[config.mk]
export PLATFORM = sky130hd
export DESIGN_NAME = shift_reg_sequencer
export DESIGN_NICKNAME = d
export VERILOG_FILES = /design/src/rtl/shift_reg_sequencer.sv
export SDC_FILE = /design/constraint.sdc
export NUM_CORES = 1
export LEC_CHECK = 0
export ABC_CLOCK_PERIOD_IN_PS = 3840
export CORE_MARGIN = 3
export CORE_UTILIZATION = 40
export DETAILED_ROUTE_END_ITERATION = 7
export PLACE_DENSITY = 0.81
export SLEW_MARGIN = 10
export SYNTH_ARGS = -nofsm -noshare
export SYNTH_HDL_FRONTEND = slang
export SYNTH_SLANG_ARGS = --single-unit
[constraint.sdc]
create_clock -name clk -period 3.84 [get_ports clk]
set_input_delay 0.576 -clock clk [delete_from_list [all_inputs] [get_ports clk]]
set_output_delay 0.576 -clock clk [all_outputs]
set_load 0.01 [all_outputs]
[src/rtl/shift_reg_sequencer.sv]
// Command sequencer for the shift-register datapath: clear, fill, load and
// normalize (load then shift left until the MSB is set, counting shifts).
module shift_reg_sequencer #(
  parameter int WIDTH = 16,
  parameter int CNT_W = 5
) (
  input  logic             clk,
  input  logic             rst,
  input  logic             start,
  input  logic [1:0]       cmd,
  input  logic [WIDTH-1:0] data_in,
  input  logic             reg_msb,
  input  logic             reg_is_zero,
  output logic             zero,
  output logic             init,
  output logic             ld,
  output logic             sh_en,
  output logic [WIDTH-1:0] r_in,
  output logic             busy,
  output logic             done,
  output logic [CNT_W-1:0] shift_cnt,
  output logic             result_zero
);

  typedef enum logic [2:0] {
    S_IDLE    = 3'd0,
    S_CLR     = 3'd1,
    S_FILL    = 3'd2,
    S_LOAD    = 3'd3,
    S_N_LOAD  = 3'd4,
    S_N_SHIFT = 3'd5,
    S_DONE    = 3'd6
  } state_t;

  localparam logic [CNT_W-1:0] CNT_ONE = {{(CNT_W-1){1'b0}}, 1'b1};
  localparam logic [CNT_W-1:0] CNT_MAX = {CNT_W{1'b1}};

  state_t           state_r;
  state_t           next_state_s;
  logic             capture_s;
  logic             sh_en_s;
  logic             set_rz_s;
  logic             zero_r;
  logic             init_r;
  logic             ld_r;
  logic             busy_r;
  logic             done_r;
  logic [WIDTH-1:0] r_in_r;
  logic [CNT_W-1:0] shift_cnt_r;
  logic             result_zero_r;

  // Next-state decode; sh_en must react to the live register value, so it stays combinational
  always_comb begin
    next_state_s = state_r;
    capture_s    = 1'b0;
    sh_en_s      = 1'b0;
    set_rz_s     = 1'b0;
    case (state_r)
      S_IDLE: begin
        if (start) begin
          capture_s = 1'b1;
          case (cmd)
            2'b00:   next_state_s = S_CLR;
            2'b01:   next_state_s = S_FILL;
            2'b10:   next_state_s = S_LOAD;
            default: next_state_s = S_N_LOAD;
          endcase
        end else begin
          next_state_s = S_IDLE;
        end
      end
      S_CLR, S_FILL, S_LOAD: next_state_s = S_DONE;
      S_N_LOAD:              next_state_s = S_N_SHIFT;
      S_N_SHIFT: begin
        if (reg_is_zero) begin
          set_rz_s     = 1'b1;
          next_state_s = S_DONE;
        end else if (reg_msb) begin
          next_state_s = S_DONE;
        end else begin
          sh_en_s      = 1'b1;
          next_state_s = S_N_SHIFT;
        end
      end
      S_DONE:  next_state_s = S_IDLE;
      default: next_state_s = S_IDLE;
    endcase
  end

  // State register plus outputs registered from the upcoming state
  always_ff @(posedge clk or negedge rst) begin
    if (!rst) begin
      state_r <= S_IDLE;
      zero_r  <= 1'b0;
      init_r  <= 1'b0;
      ld_r    <= 1'b0;
      busy_r  <= 1'b0;
      done_r  <= 1'b0;
    end else begin
      state_r <= next_state_s;
      zero_r  <= (next_state_s == S_CLR);
      init_r  <= (next_state_s == S_FILL);
      ld_r    <= (next_state_s == S_LOAD) || (next_state_s == S_N_LOAD);
      busy_r  <= (next_state_s != S_IDLE);
      done_r  <= (next_state_s == S_DONE);
    end
  end

  // Operand capture and normalize result bookkeeping
  always_ff @(posedge clk or negedge rst) begin
    if (!rst) begin
      r_in_r        <= {WIDTH{1'b0}};
      shift_cnt_r   <= {CNT_W{1'b0}};
      result_zero_r <= 1'b0;
    end else if (capture_s) begin
      r_in_r <= data_in;
      if (cmd == 2'b11) begin
        shift_cnt_r   <= {CNT_W{1'b0}};
        result_zero_r <= 1'b0;
      end else begin
        shift_cnt_r   <= shift_cnt_r;
        result_zero_r <= result_zero_r;
      end
    end else begin
      r_in_r <= r_in_r;
      // Saturating guard: the count can never legitimately wrap
      if (sh_en_s && (shift_cnt_r != CNT_MAX)) begin
        shift_cnt_r <= shift_cnt_r + CNT_ONE;
      end else begin
        shift_cnt_r <= shift_cnt_r;
      end
      result_zero_r <= result_zero_r | set_rz_s;
    end
  end

  assign zero        = zero_r;
  assign init        = init_r;
  assign ld          = ld_r;
  assign sh_en       = sh_en_s;
  assign r_in        = r_in_r;
  assign busy        = busy_r;
  assign done        = done_r;
  assign shift_cnt   = shift_cnt_r;
  assign result_zero = result_zero_r;

endmodule

==> results.md <==
- Status: completed
- Tot GR Track Use: 17.14%
- Post-CTS Hold Buffers: 0
- # clock sinks: 30
- Syn Nets: 160
- Share of layout cells above drive strength 1: 8.021%
- Die height: 63.37 µm
- Max clock buf depth: 2
- Post-DP HPWL: 2379 µm
- Post-route worst setup slack: 1.444 ns
- Worst Hold Class: input pin to async pin
- Maximum operating frequency: 417.4 MHz
- Syn Area/Cell: 10.05 µm²
- Fin util: 62.30%
- Largest net degree at the start of global routing: 29
- Post-DRT Antenna Nets: 0
- Worst slack, placed: 1.120 ns
- Number of H-tree levels: 2
- PostCTS Resize Cnt: 0
- CTS tree: built
- Top FF cell, synth: dfrtp_1
- Mapped Cells: 131
- Residual DRC: 0
- TNS Setup: 0 ns
- Vias: 1148
- Vias in the first global route: 1265
- Worst slew pin tran: 0.6781 ns
- Async S/R FF share, synth: 100.0%
- Count of flip-flops with a built-in enable after synthesis: 0
- Clk pin slew, worst setup/hold paths: 0.10 ns
- Setup-failing EPs final: 0
- Initial Util: 42.42%
- Sequential area share after synthesis: 57.03%
- Max_slew headroom: 54.79%
- CP Launch Point: reg_is_zero
- Core footprint: 3103 µm²
- Wire per inst: 13.26 µm
- Crit path DAT: 1.82 ns
- Most frequent cells in the layout: nand2_1 (51), clkdlybuf4s50_1 (49), dfrtp_1 (30)
- Antenna cells: 0
- Gpl congestion: 0.8053
- Final nets: 215
- Setup bufs post-CTS: 0
- Hold Vio Cnt, Final: 0
- Clock Skews: 0.007196 ns
- Root Driver: clkbuf_4
- Cell Area, Synth: 1316 µm²
- First-pass GRT wire length: 5430 µm
- Via/cell ratio: 4.970
- Type of origin of the critical path: input pin
- Initial antenna violation count: 0
- Starting DRT DRC Count: 64
- Final slew viol count: 0
- Crit path time final: 2.396 ns
- Library cells used by synthesis: 30
- Filler instances: 286
- I/O Pins: 51
- Clock insertion delay at the later pin of the skew report: 0.33 ns
- Crit. End Element: primary output
- DRT Pass-1 Iters: 4
- I/O Buffers: 50
- VDD IR max: 0.3105 mV
- Worst Path Max Fanout: 5
- Final worst path period share: 62.39%
- Yosys warns: 0
- Worst path required time: 3.26 ns
- CP Class: input pin to primary output
- CTS Buf Count: 5
- Max_cap viols: 0
- FF-to-FF Start: state_r[2]$_DFF_PN0_
- Die W: 63.37 µm
- R2R Setup Slk: 1.68 ns
- Most common cell after layout, fill and taps aside: nand2_1
- Final wirelength: 3063 µm
- DIE AREA: 4015 µm²
- Pwr Density: 682.1 nW/µm²
- Leakage power figure: 0.0009150 µW
- RSZ-0062 raised after global routing: false
- Gr ovfl total: 0
- Num rows: 20
- Area delta synth->final: 46.86%
- Post-synthesis register bit count: 30
area by class of cell:
class                           instances  area (µm²)  share of cell area [%]
Inverter                                3       11.26                  0.5825
Clock buffer                            6       51.30                   2.654
Clock inverter                          2       12.51                  0.6473
Sequential cell                        30       750.7                   38.84
Multi-Input combinational cell         93       534.3                   27.64
Tap cell                               44       55.05                   2.848
Timing Repair Buffer                   53       518.0                   26.80
sequential cells by signal (all words and copies together), names as in the netlist:
name	count
busy	1
done	1
init	1
ld	1
r_in	16
result_zero	1
shift_cnt	5
state_r	3
zero	1
logic make-up after synthesis:
| kind of cell | Yosys count | synth area share, % |
|---|---|---|
| buffers and inverters | 8 | 2.851 |
| multiplexers | 1 | 0.8555 |
| flip-flops | 30 | 57.03 |
| AND/OR/NAND/NOR | 69 | 23.20 |
| AO/OA/AOI/OAI | 17 | 10.36 |
| adder cells (fa/ha/maj) | 6 | 5.703 |
Yosys cell counts (all sizes together), types with 2 or more instances:
library cell  number  area, µm²
dfrtp             30      750.7
nor3               3      15.01
o21ai              4      20.02
ha                 6      75.07
a21o               2      15.01
clkbuf             4      15.01
a22o               3      26.28
a31oi              2      12.51
nor2               3      11.26
inv                3      11.26
nand2             51      191.4
and3               2      12.51
final timing paths:
path,end,cells after the start
worst max-delay path,sh_en,3
worst min-delay path,result_zero$_DFFE_PN0P_,1
worst max register to register,ld$_DFF_PN0_,4
worst min register to register,r_in[0]$_DFFE_PN0P_,2
max in group asynchronous,state_r[0]$_DFF_PN0_,2
min in group clk,r_in[0]$_DFFE_PN0P_,2
report_power, final:
| part | internal, µW | leakage, µW | switching [µW] |
|---|---|---|---|
| clock | 87.9 | 0.0000343 | 110 |
| sequential | 443 | 0.000375 | 92.9 |
| combinational | 323 | 0.000506 | 261 |
critical path: stages:
cell,delay (ns)
clkdlybuf4s50_1,0.49
nor3_1,0.19
clkdlybuf4s50_1,0.56
layer usage:
| metal | part of all wire (%) | track usage [%] |
|---|---|---|
| met3 | 8.1 | 4.635 |
| met4 | 2.2 | 11.32 |
| met2 | 49 | 29.60 |
| met1 | 41 | 18.13 |
| met5 | 0 | 0 |
per-stage QoR:
stage / std cells / hold WS, ns / cell area (µm²) / total power (µW)
6_report: 231 / 0.2440 / 1933 / 1319
5_1_grt: 231 / 0.2841 / 1933 / 1412
4_1_cts: 231 / 0.4884 / 1938 / 1335
3_5_place_dp: 223 / 0.4666 / 1874 / 1135
3_3_place_gp: 223 / 0.4627 / 1874 / 1104
2_1_floorplan: 131 / 0.2804 / 1316 / 807.6
No activity file was read; power rests on OpenSTA's default activity.
